[src/rtl/vga_timing_pkg.sv]
// vga_timing_pkg
//   Raster constants shared by vga_timing and img_generator, so that both
//   agree on the visible frame size. It also holds the default porch and
//   sync lengths for 640x480 at 60 Hz, and the counter width.
package vga_timing_pkg;

    localparam int CNT_W        = 12;

    localparam int FRAME_WIDTH  = 640;
    localparam int FRAME_HEIGHT = 480;

    localparam int H_FP_DEF     = 16;
    localparam int H_SYNC_DEF   = 96;
    localparam int H_BP_DEF     = 48;

    localparam int V_FP_DEF     = 10;
    localparam int V_SYNC_DEF   = 2;
    localparam int V_BP_DEF     = 33;

    // Total period of one axis (active + front porch + sync + back porch).
    function automatic int axis_total(input int active, input int fp,
                                      input int sync, input int bp);
        return active + fp + sync + bp;
    endfunction

endpackage

[src/rtl/vga_timing.sv]
// vga_timing
//   Generates VGA raster timing from the pixel clock. It publishes 1-based
//   pixel coordinates to img_generator, then registers the returned colour.
//   Colour, blank and both syncs share one output register stage, so they
//   stay aligned at the pins. It also emits a one-cycle tick at the start of
//   vertical blanking.
//
// Ports
//   CLOCK_25     in   pixel clock, rising edge
//   reset_n      in   synchronous active-low reset
//   color_in     in   [2]=R [1]=G [0]=B from img_generator (combinational on x/y)
//   x, y         out  1-based column/row while active, 0 in blanking
//   VGA_R/G/B    out  channel bit replicated to DAC_WIDTH, 0 when blanked
//   VGA_HS/VS    out  syncs, asserted level SYNC_ACTIVE
//   VGA_BLANK_N  out  high on active pixels
//   frame_tick   out  one-cycle pulse at start of vertical blanking
module vga_timing
    import vga_timing_pkg::*;
#(
    parameter int   H_ACTIVE    = FRAME_WIDTH,
    parameter int   H_FP        = H_FP_DEF,
    parameter int   H_SYNC      = H_SYNC_DEF,
    parameter int   H_BP        = H_BP_DEF,
    parameter int   V_ACTIVE    = FRAME_HEIGHT,
    parameter int   V_FP        = V_FP_DEF,
    parameter int   V_SYNC      = V_SYNC_DEF,
    parameter int   V_BP        = V_BP_DEF,
    parameter logic SYNC_ACTIVE = 1'b0,
    parameter int   DAC_WIDTH   = 4
) (
    input  logic                 CLOCK_25,
    input  logic                 reset_n,
    input  logic [2:0]           color_in,
    output logic [11:0]          x,
    output logic [11:0]          y,
    output logic [DAC_WIDTH-1:0] VGA_R,
    output logic [DAC_WIDTH-1:0] VGA_G,
    output logic [DAC_WIDTH-1:0] VGA_B,
    output logic                 VGA_HS,
    output logic                 VGA_VS,
    output logic                 VGA_BLANK_N,
    output logic                 frame_tick
);

    localparam int H_TOTAL = axis_total(H_ACTIVE, H_FP, H_SYNC, H_BP);
    localparam int V_TOTAL = axis_total(V_ACTIVE, V_FP, V_SYNC, V_BP);

    generate
        if (H_TOTAL >= 4096 || V_TOTAL >= 4096) begin : g_bad_total
            $error("vga_timing: H_TOTAL/V_TOTAL must fit the 12-bit counters");
        end
    endgenerate

    localparam logic [CNT_W-1:0] H_MAX    = CNT_W'(H_TOTAL - 1);
    localparam logic [CNT_W-1:0] V_MAX    = CNT_W'(V_TOTAL - 1);
    localparam logic [CNT_W-1:0] H_ACT    = CNT_W'(H_ACTIVE);
    localparam logic [CNT_W-1:0] V_ACT    = CNT_W'(V_ACTIVE);
    localparam logic [CNT_W-1:0] HS_FIRST = CNT_W'(H_ACTIVE + H_FP);
    localparam logic [CNT_W-1:0] HS_LAST  = CNT_W'(H_ACTIVE + H_FP + H_SYNC - 1);
    localparam logic [CNT_W-1:0] VS_FIRST = CNT_W'(V_ACTIVE + V_FP);
    localparam logic [CNT_W-1:0] VS_LAST  = CNT_W'(V_ACTIVE + V_FP + V_SYNC - 1);

    logic [CNT_W-1:0] r_h_cnt;
    logic [CNT_W-1:0] r_v_cnt;
    logic [CNT_W-1:0] w_h_nxt;
    logic [CNT_W-1:0] w_v_nxt;
    logic             w_active;
    logic             w_active_nxt;
    logic [11:0]      w_x_nxt;
    logic [11:0]      w_y_nxt;
    logic             w_hs_win;
    logic             w_vs_win;

    // Next-state counters. x/y are registered from these so that they move
    // on the same edge as the counters themselves.
    always_comb begin
        w_h_nxt = r_h_cnt + 1'b1;
        w_v_nxt = r_v_cnt;
        if (r_h_cnt == H_MAX) begin
            w_h_nxt = '0;
            w_v_nxt = (r_v_cnt == V_MAX) ? '0 : r_v_cnt + 1'b1;
        end
    end

    always_comb begin
        w_active     = (r_h_cnt < H_ACT) && (r_v_cnt < V_ACT);
        w_active_nxt = (w_h_nxt < H_ACT) && (w_v_nxt < V_ACT);
        w_x_nxt      = w_active_nxt ? w_h_nxt + 12'd1 : '0;
        w_y_nxt      = w_active_nxt ? w_v_nxt + 12'd1 : '0;
        w_hs_win     = (r_h_cnt >= HS_FIRST) && (r_h_cnt <= HS_LAST);
        w_vs_win     = (r_v_cnt >= VS_FIRST) && (r_v_cnt <= VS_LAST);
    end

    // Counters and coordinates. Reset parks the counters at the frame end,
    // so the first released edge wraps them to (0,0).
    always_ff @(posedge CLOCK_25) begin
        if (!reset_n) begin
            r_h_cnt <= H_MAX;
            r_v_cnt <= V_MAX;
            x       <= '0;
            y       <= '0;
        end else begin
            r_h_cnt <= w_h_nxt;
            r_v_cnt <= w_v_nxt;
            x       <= w_x_nxt;
            y       <= w_y_nxt;
        end
    end

    // Output stage, one cycle behind x/y. The active flag masks color_in,
    // so unknown colour values during blanking never reach the DAC.
    always_ff @(posedge CLOCK_25) begin
        if (!reset_n) begin
            VGA_R       <= '0;
            VGA_G       <= '0;
            VGA_B       <= '0;
            VGA_BLANK_N <= 1'b0;
            VGA_HS      <= ~SYNC_ACTIVE;
            VGA_VS      <= ~SYNC_ACTIVE;
            frame_tick  <= 1'b0;
        end else begin
            VGA_R       <= {DAC_WIDTH{color_in[2] & w_active}};
            VGA_G       <= {DAC_WIDTH{color_in[1] & w_active}};
            VGA_B       <= {DAC_WIDTH{color_in[0] & w_active}};
            VGA_BLANK_N <= w_active;
            VGA_HS      <= w_hs_win ? SYNC_ACTIVE : ~SYNC_ACTIVE;
            VGA_VS      <= w_vs_win ? SYNC_ACTIVE : ~SYNC_ACTIVE;
            frame_tick  <= (r_h_cnt == '0) && (r_v_cnt == V_ACT);
        end
    end

endmodule

[config.mk]
export PLATFORM = sky130hd
export DESIGN_NAME = vga_timing
export DESIGN_NICKNAME = d
export VERILOG_FILES = /design/src/rtl/vga_timing_pkg.sv /design/src/rtl/vga_timing.sv
export SDC_FILE = /design/constraint.sdc
export NUM_CORES = 1
export LEC_CHECK = 0
export CAP_MARGIN = 20
export CORE_MARGIN = 2
export CORE_UTILIZATION = 31
export DETAILED_ROUTE_END_ITERATION = 8
export DONT_BUFFER_PORTS = 1
export HOLD_SLACK_MARGIN = 0.12
export PLACE_DENSITY_LB_ADDON = 0.05
export SLEW_MARGIN = 10
export SYNTH_ARGS = -nofsm -noshare
export SYNTH_HDL_FRONTEND = slang
export SYNTH_SLANG_ARGS = --single-unit
[constraint.sdc]
create_clock -name CLOCK_25 -period 4.25 [get_ports CLOCK_25]
set_input_delay 0.425 -clock CLOCK_25 [delete_from_list [all_inputs] [get_ports CLOCK_25]]
set_output_delay 0.425 -clock CLOCK_25 [all_outputs]
set_load 0.02 [all_outputs]
==> results, run 1 <==
- The run finished with clean final reports.
- The number of fillers in the final layout is 1000.
- In this run the worst path has a maximum fanout of 19.
- Gates resized during post-CTS repair numbered 0.
- The full die area is approximately 10000 um^2.
- Once the clock tree was built, the setup fixing pass inserted 0 buffers.
- At the end of routability-driven placement, the weighted congestion stood at 0.777.
- For this run, global-route usage on met2 was measured as 0.259.
- The later-pin clock latency in the skew report is roughly 310 ps.
- The tightest hold path in the finished design has a slack of approximately 180 ps.
- The worst-case setup slack after placement is around 1100 ps.
- Counting along the longest clock path gives a buffer depth of 2.
- Using the TritonRoute via totals, the vias-per-cell ratio works out to between 5 and 6.
- The final antenna diode count is 0.
- Setup repair after global routing left no endpoint under its margin.
- The data required time of the worst path is 4460 ps.
- The detailed router finished its first iteration with 53 violations.
- between 40 and 50 I/O pins were placed.
- The overall track demand over capacity in global routing is 0.153.
- Clock-pin slew was measured on the worst setup and hold paths at 100 ps.
- The HPWL after detailed placement is ~5500 um.
- The number of buffers inserted during clock tree synthesis is 5.
- Of the synthesized area, sequential elements account for 0.375.
- The number of buffer cells added on primary ports is 0.
- The number of antenna violations at the first check in global routing is 0.
- The smallest setup slack after layout is 1130 ps.
- Adding up every negative setup slack in the final design gives 0 ps.
- The commonest non-fill, non-tap cell in the layout is dfxtp_1.
- The worst hold path belongs to the class input pin to flop.
- The number of library cell types mapped by synthesis is 59.
- Yosys printed 0 warnings.
- Hold repair after CTS inserted 0 buffers.
- The final design utilization is 0.329.
- The clock net in this run drives a total of 55 sinks.
- Derived from the worst setup path, the maximum achievable clock frequency is 321 MHz.
- For this configuration, the core starts out at a cell density of 0.319.
- The via count of the first global-routing pass is 2230.
- The mean post-synth cell area is 8.79 um^2.
- The mapped netlist covers 2940 um^2.
- Across the run, the number of max-cap violations was 0.
- The critical path arrival is 3330 ps.
- The number of core rows is 35.
- The floorplan die width is 101 um.
- The proportion of register bits with asynchronous set or reset after synthesis is 0.
- Summing over every cut layer, the via total after detailed routing is 2271.
- The overall die height is 101 um.
- The fraction of final layout cells with drive strength greater than 1 is 0.110.
- The number of slew-limit violations in the final report is 0.
- In the finished design, the share of the clock period the worst path needs comes to 0.734.
- Summed over all layers, the global routing overflow is 0.
- The finished layout holds 429 standard cells, fillers aside.
- Counting every instance in the synthesized netlist gives ~330.
- Headroom to the max-slew limit came out at 0.472.
- In this run the standard cell core region covers 9200 um^2.
- The TritonCTS clock tree is built.
- The worst setup path is launched from a flop.
- The number of synthesized register bits is 55.
- The power density relative to cell area is 562 nW/um^2.
- The element type at the critical path end is a flop.
- The cell count after placement is 420.
- The number of nets with antenna violations after detailed routing is 0.
- Setup violations remaining at the end of the flow were counted as 0.
- For this design the static power due to leakage is 1.05 nW.
- The synthesized design contains 0 enable-type register cells.
- By startpoint and endpoint, the worst setup path is classified as flop to flop.
- The maximum number of pins on one net before global-route repair is 20.
- After layout, the minimum clock period comes to approximately 3100 ps.
- The wire length of the first global-routing pass is 12200 um.
- The number of failing hold endpoints at the final stage is 0.
- The most used flip-flop cell after synthesis is dfxtp_1.
- IR analysis of the VDD net gives a maximum drop of 0.263 mV.
- The peak-usage layer in the global routing report is met2.
- The cell at the root of the clock tree is clkbuf_8.
- The met1 track utilization from global routing is 0.197.
- The first-pass detailed-route iteration total is 4.
- In the routed design, unresolved DRC markers number 0.
- The transition time of the tightest slew-check pin is 792 ps.
- Clock skew on the completed layout was measured at 11.6 ps.
- The area growth from synthesis to layout is 2.98%.
- Summed over all layers, the routed wires come to 7440 um.
- Leaving out fill and tap cells, the most frequent cells in the layout are dfxtp_1 (55), nor2_1 (27), nand2_1 (23), nor3_1 (23), o21ai_0 (14).
- The average wire per cell in the routed design is 17.3 um.
- The met3 layer usage reported by global route is 0.0248.
- The number of nets in the layout is approximately 330.
- The CTS H-tree depth is 2.
==> synth_stat cells, types with 10 or more instances <==
library cell | number | area [um^2]
nand2_1 | 23 | 86.3
nor2_1 | 27 | 101
inv_1 | 10 | 37.5
nor3_2 | 13 | 130
o21ai_0 | 14 | 70.1
dfxtp_1 | 55 | 1100
xnor2_1 | 12 | 105
nor3_1 | 23 | 115
clkbuf_1 | 13 | 48.8
buf_4 | 11 | 82.6
nand3_1 | 12 | 60.1
==> flip-flops by register name (all words and copies together), names as in the netlist <==
name / count
VGA_B: 1
VGA_BLANK_N: 1
VGA_G: 1
VGA_HS: 1
VGA_R: 1
VGA_VS: 1
frame_tick: 1
r_h_cnt: 12
r_v_cnt: 12
x: 12
y: 12
==> logic make-up (layout without fill, tap and decap cells) <==
family	after synthesis	after routing	share of synthesized area
mux	2	2	0.00724
simple gates	156	156	0.330
other cells	1	5	0.00128
compound gates	51	51	0.123
xor+xnor	21	21	0.0626
buf+inv	42	22	0.0754
flops	55	55	0.375
fa+ha+maj	6	6	0.0256
==> worst paths after layout <==
kind                    from         end  slack [ps]  depth (start not counted)
setup / recovery  r_h_cnt[0]        x[3]        1130                          7
hold / removal       reset_n  r_h_cnt[4]         180                          1
setup reg to reg  r_h_cnt[0]        x[3]        1130                          7
hold reg to reg   r_h_cnt[9]      VGA_HS         540                          1
==> power breakdown <==
part / switching [mW] / internal, mW / leakage (nW)
Sequential: 0.170 / 0.594 / 0.448
Clock: 0.176 / 0.114 / 0.0477
Combinational: 0.394 / 0.251 / 0.551
Total: 0.741 / 0.959 / 1.05
==> routing by layer <==
| layer | up-vias | routed length, um |
|---|---|---|
| met3 | 8 | 190 |
| met2 | 29 | 3760 |
| met5 | - | 0 |
| li1 | 1145 | - |
| met4 | 0 | 117 |
| met1 | 1089 | 3370 |
==> stage by stage <==
step                cell area [um^2]  power [mW]
global placement                2930        1.43
detailed placement              2930        1.43
global route                    3020        1.85
finish                          3020        1.70
floorplan                       2950        1.29
CTS                             3010        1.72
==> worst max-delay path: stages (launching register included) <==
cell,delay [ps]
dfxtp_1,500
ha_1,360
and3_1,360
nand4_2,270
nor4_1,400
mux2i_1,390
o221ai_4,390
nor4_1,360
==> cell type report <==
class	instances	area, um^2	area share
Clock buffer	5	68.8	0.0228
Tap cell	111	139	0.0459
Clock inverter	3	15.0	0.00496
Sequential cell	55	1100	0.364
Inverter	10	37.5	0.0124
Multi-Input combinational cell	241	1630	0.539
Timing Repair Buffer	4	33.8	0.0112
(Power assumes the default switching activity.)
==> inputs of run 2 (changes only) <==
- ABC_AREA: unset -> 1
- clock period: 4.25 -> 3.15 ns (I/O delays scaled with it)
==> results, run 2 <==
- The placeable core region is 10200 um^2.
- The transition time of the tightest slew-check pin is 758 ps.
- The highest clock frequency the design can meet is about 400 MHz.
- STA classifies the critical path startpoint as a flop.
- The number of clock sinks seen by CTS is 55.
- The library cell used most frequently in the layout, excluding fill and tap cells, is nand2_1.
- The number of failing hold endpoints at the final stage is 0.
- TritonCTS built the clock tree.
- Across the run, the number of max-cap violations was 0.
- Counting flops with a built-in enable in the synthesized netlist gives 0.
- The number of synthesized register bits is 55.
- Summed over all cells, the static leakage comes to 1.63 nW.
- For the final routed database, the setup TNS stands at 0 ps.
- The wire length of the first global-routing pass is 13100 um.
- The critical path arrival is 2750 ps.
- In the synthesized netlist the async set-or-reset flop fraction comes to 0.
- The floorplan step defined a die boundary enclosing 11200 um^2.
- Before antenna repair, the detailed router went through 7 iterations.
- The run finished with clean final reports.
- The overall routed net length is approximately 8200 um.
- The overall track demand over capacity in global routing is 0.152.
- The later-pin clock latency in the skew report is roughly 320 ps.
- The number of violations reported at the end of detailed-routing iteration 0 is 148.
- The quantity of gates resized following cts is 0.
- The residual DRC count is 0.
- The netlist area before placement is 3230 um^2.
- The cell count after synthesis came out at 458.
- For this run, the leading register cell type out of synthesis is dfxtp_1.
- The area share of the leading cell type in the synthesized netlist is 0.341.
- The number of library cell types mapped by synthesis is 35.
- Headroom to the max-slew limit came out at 0.494.
- Setup violations remaining at the end of the flow were counted as 0.
- Entering global routing, the biggest net connects 19 pins.
- The root buffer cell chosen for the clock tree is clkbuf_8.
- The number of antenna diodes in the final layout is 0.
- The largest area contributor in the netlist is dfxtp_1.
- Among all stages on the critical path, the largest delay is contributed by dfxtp_1.
- The number of core rows is 37.
- After detailed routing, the average wire length per cell comes to 13.7 um.
- The min-delay analysis places its worst path in the category input pin to flop.
- The worst voltage drop across the vdd grid is 0.288 mV.
- The shortest clock period the worst path allows after layout is 2480 ps.
- The power density relative to cell area is slightly above 1000 nW/um^2.
- The data required time of the worst path is 3410 ps.
- The HPWL after detailed placement is 6320 um.
- After synthesis, the cell types taking the most area are dfxtp_1 (34%), nand2_1 (14%), nor2_1 (7.6%), inv_1 (6.3%), nand3_1 (5.4%).
- The number of nets with antenna violations after detailed routing is 0.
- The share of the Yosys chip area taken by registers is 0.341.
- Routability-driven placement finished with a final weighted congestion of 0.847.
- The number of nets in the layout is around 470.
- From bottom edge to top edge, the die measures 106 um.
- The fraction of final layout cells with drive strength greater than 1 is 0.155.
- Buffers inserted during clock tree synthesis total 5.
- Compared with the post-synthesis result, the final layout area differs by 6.09%.
- The critical path goes through ha_1 > nand2_2 > nor2_8 > nand2_4 > nor2_4 > nand3_2 > nand2_2 > ha_1 > nand3_1 > nor2_1 > xnor2_1 > inv_1 > nor2_4.
- The worst clock skew is 8.22 ps.
- The worst setup path is captured at a flop.
- Measured along the x axis, the die boundary spans 106 um.
- Yosys printed 0 warnings.
- The maximum root-to-sink buffer count is 2.
- The number of antenna violations at the first check in global routing is 0.
- The worst-case hold slack is 335 ps.
- The residual overflow from global routing is 0.
- The via count of the first global-routing pass is 2487.
- The starting utilization of the core area is 0.315.
- Ranked by instance count, the synthesized netlist is headed by nand2_1 (121), nor2_1 (65), dfxtp_1 (55).
- The CTS H-tree depth is 2.
- Counting the fill cells in the layout gives 1133.
- The post-CTS repair timing setup buffer count is 0.
- After detailed routing, the number of vias per cell comes to 4.46.
- The most frequently used cell type in the post-synthesis netlist is nand2_1.
- The number of slew-limit violations in the final report is 0.
- In the layout the commonest cells are nand2_1 (121), nor2_1 (65), dfxtp_1 (55), inv_1 (54), nand3_1 (35).
- On the worst path, the slowest cell contributes a delay of 410 ps.
- The setup path with the least slack is of type flop to flop.
- The detailed router placed 2651 vias in this run.
- Clock-pin slew was measured on the worst setup and hold paths at between 100 and 150 ps.
- Dividing the final minimum period by the clock period gives 0.788.
- Dividing the synthesized area by the synthesized cell count gives 7.04 um^2.
- Of all nets on the critical path, the largest fanout is 11.
- Buffers placed on the I/O ports in this run total 0.
- The number of top-level pins is between 40 and 50.
- Setup repair after global routing left no endpoint under its margin.
-- run 2: logic make-up after synthesis --
| kind of cell | after synthesis | synth area share |
|---|---|---|
| compound gates | 10 | 0.0198 |
| buf+inv | 78 | 0.112 |
| fa+ha+maj | 6 | 0.0233 |
| other cells | 1 | 0.00116 |
| simple gates | 295 | 0.467 |
| xor+xnor | 13 | 0.0353 |
| flops | 55 | 0.341 |
-- run 2: worst paths after layout --
check | end | from | cells after the start | slack (ps)
hold / removal | y[8] | reset_n | 4 | 330
setup reg to reg | y[4] | r_h_cnt[1] | 13 | 670
setup / recovery | y[4] | r_h_cnt[1] | 13 | 670
hold reg to reg | r_h_cnt[0] | r_h_cnt[0] | 1 | 540
-- run 2: worst max-delay path: cells and delay by family, from the launching register on --
family / cells / cell delay (ps)
xor gates and xnor gates: 1 / 160
adders and majority gates: 2 / 480
buffers and inverters: 1 / 90
DFF: 1 / 410
and+or+nand+nor: 9 / 1290
-- run 2: layer usage --
| metal | global-route usage | wire [um] | vias to the layer above |
|---|---|---|---|
| met5 | 0 | 0 | - |
| li1 | - | - | 1402 |
| met3 | 0.0276 | 275 | 11 |
| met4 | 0.0592 | 177 | 0 |
| met2 | 0.260 | 3980 | 38 |
| met1 | 0.191 | 3730 | 1200 |
-- run 2: area by class of cell --
class	instances	area, um^2	area share
clock buffers	5	68.8	0.0201
repair buffers	5	47.5	0.0139
well taps	136	170	0.0497
multi-input cells	329	1780	0.520
clock inverters	3	23.8	0.00695
flip-flops and latches	55	1100	0.322
inverters	62	233	0.0680
-- run 2: per-stage QoR --
stage,setup slack [ps],cell area [um^2],power [mW],instances,utilization
final,667,3420,3.49,595,0.334
after floorplan,1050,3240,2.71,462,-
after global routing,354,3420,3.81,595,0.334
after detailed placement,644,3290,3.11,583,0.322
after CTS,598,3420,3.56,595,0.334
after global placement,678,3290,3.13,583,0.322
-- run 2: timing repair --
action	in CTS	in global routing
endpoints found under the setup margin	0	0
endpoints found under the hold margin	12	0
hold buffers	4	0
-- run 2: where the power goes --
group / switching [mW] / internal, mW
Combinational: 1.40 / 0.602
Sequential: 0.239 / 0.840
Clock: 0.253 / 0.161
==> inputs of run 3 (changes only) <==
- clock period: 3.15 -> 2.1 ns (I/O delays scaled with it)
==> results, run 3 (same netlist as run 2, synthesis figures left out) <==
- The number of nets in the layout is about 510.
- The critical path arrival is 2260 ps.
- The routed design has 8800 um of wire.
- The residual DRC count is 0.
- The overall die height is 106 um.
- The area growth from synthesis to layout is 19.6%.
- The final antenna diode count is 0.
- The number of cells on the worst reg-to-reg path is 16.
- The number of buffer cells added on primary ports is 0.
- Across the run, the number of max-cap violations was 0.
- Clock-pin slew was measured on the worst setup and hold paths at 110 ps.
- The number of antenna violations at the first check in global routing is 0.
- Measured against its own limit, the worst slew margin works out to 0.488.
- The power density relative to cell area is 1570 nW/um^2.
- The reported leakage power is 1.85 nW.
- After legalization and detailed placement, the total HPWL measured 6950 um.
- The first global-routing pass estimated 14400 um of wire.
- The number of slew-limit violations in the final report is 0.
- The maximum root-to-sink buffer count is 2.
- The floorplan step defined a die boundary enclosing 11200 um^2.
- In the layout the commonest cells are nand2_1 (118), nor2_1 (58), inv_1 (53), dfxtp_1 (49), buf_4 (40).
- The element type at the critical path end is a flop.
- The number of failing hold endpoints at the final stage was 0.
- IR analysis of the VDD net gives a maximum drop of 0.476 mV.
- After routing, the total negative slack on setup checks comes to 0 ps.
- The count of endpoints failing setup in the final report is 0.
- The maximum number of pins on one net before global-route repair is 19.
- At the later pin of the worst-skew pair, clock insertion delay measures 320 ps.
- The hold path depth is 3.
- The final worst-path cycle share is 0.954.
- Clock tree synthesis inserted a total of 5 buffers.
- The number of top-level pins is 45.
- The tree built by TritonCTS fans out to 55 sinks.
- The sum of internal, switching and leakage power is 6.07 mW.
- The floorplan step defined a core boundary enclosing just over 10000 um^2.
- The data required time of the worst path is 2360 ps.
- The detail route stage leaves a number of antenna-violating nets equal to 0.
- The H-tree generated during clock tree synthesis spans 2 levels.
- The via count of the first global-routing pass was 2834.
- The commonest non-fill, non-tap cell in the layout is nand2_1.
- The floorplan step set the die width to about 110 um.
- Subtracting the final worst setup slack from the clock period gives about 2000 ps.
- For the final database, setup skew stands at 11.4 ps.
- After detailed routing, the average wire length per cell comes to 13.8 um.
- The residual overflow from global routing is 0.
- The class of the tightest hold or removal check is input pin to flop.
- Setup repair after global routing could not meet its margin everywhere.
- The worst setup path is of the flop to flop kind.
- TritonCTS built the clock tree.
- The highest clock frequency the design can meet is 499 MHz.
- The root buffer cell chosen for the clock tree is clkbuf_8.
- The run finished with clean final reports.
- In this run, the number of DRC markers left after iteration 0 of detailed routing was between 90 and 100.
- The number of core rows is 37.
- The first-pass detailed-route iteration total is 4.
- The total via count in the routed design is 2812.
- At the pin with the least slew margin, the transition time is 767 ps.
- The overall track demand over capacity in global routing is 0.166.
- The number of fillers in the final layout is 1100.
- For this configuration, the core starts out at a cell density of 0.315.
- In this run the worst path has a maximum fanout of 13.
- STA classifies the critical path startpoint as a flop.
- Of the cells placed in the final design, the portion with a size suffix greater than 1 is 0.269.
- Using the TritonRoute via totals, the vias-per-cell ratio works out to 4.41.
- Routability-driven placement finished with a final weighted congestion of 0.877.
==> run 3: changes by cell type in the layout (fill, tap and decap cells not counted), moves of 2 or more <==
cell and delta:
nor2_1 -7, nand2_1 -3, nand2_2 +2, dfxtp_1 -6
nor2_2 +7, ha_1 -3, ha_4 +3, buf_12 +3
buf_4 +39, dfxtp_2 +6
==> run 3: metrics by stage <==
| step | hold slack, ps | worst slack, ps | utilization | instances | area, um^2 |
|---|---|---|---|---|---|
| after floorplan | 322 | 19.6 | - | 462 | 3240 |
| after global placement | 284 | 38.3 | 0.351 | 620 | 3590 |
| after detailed placement | 286 | -10.1 | 0.351 | 620 | 3590 |
| after CTS | 125 | 8.82 | 0.365 | 632 | 3730 |
| after global routing | 188 | -12.6 | 0.377 | 637 | 3860 |
| final | 147 | 96.6 | 0.377 | 637 | 3860 |
==> run 3: worst max-delay path: stages, from the launching register on <==
cell and delay, ps:
dfxtp_2 370, ha_4 160, nand2_4 70, nor2_8 160, nand2_4 70, nor2_4 150, buf_12 120, buf_12 110
nand2_1 60, nand2_2 70, nor2_2 50, nand2_2 80, nand2_1 80, inv_2 70, nand2_4 60, buf_12 160
nor2_1 90
==> run 3: worst paths after layout <==
kind                    from          to  slack (ps)
setup / recovery  r_h_cnt[1]        y[0]         100
hold / removal       reset_n      VGA_HS         150
setup reg to reg  r_h_cnt[1]        y[0]         100
hold reg to reg   r_v_cnt[0]  r_v_cnt[0]         560
==> run 3: area by class of cell <==
class	instances	area (um^2)	area share
timing repair buffer	47	400	0.104
clock inverter	3	22.5	0.00584
tap	136	170	0.0441
clock buffer	5	68.8	0.0178
multi-input combinational	329	1860	0.481
inverter	62	233	0.0603
sequential	55	1110	0.287
==> run 3: where the power goes <==
group	total, mW	switching [mW]	internal (mW)
combinational	3.86	2.36	1.50
sequential	1.59	0.315	1.27
clock	0.624	0.384	0.240
total	6.07	3.06	3.01
==> run 3: routing by layer <==
| metal | vias to the layer above | global-route usage | part of all wire |
|---|---|---|---|
| met1 | 1272 | 0.201 | 0.45 |
| met5 | - | 0 | 0 |
| met2 | 42 | 0.291 | 0.50 |
| li1 | 1486 | - | - |
| met4 | 0 | 0.0592 | 0.019 |
| met3 | 12 | 0.0313 | 0.028 |
==> run 3: timing repair <==
item / 4_1_cts / 5_1_grt
hold endpoints to repair: 12 / 0
setup endpoints to repair: 2 / 19
pin swaps: 0 / 8
setup buffers: 0 / 5
gates resized for setup: 1 / 24
hold buffers: 4 / 0
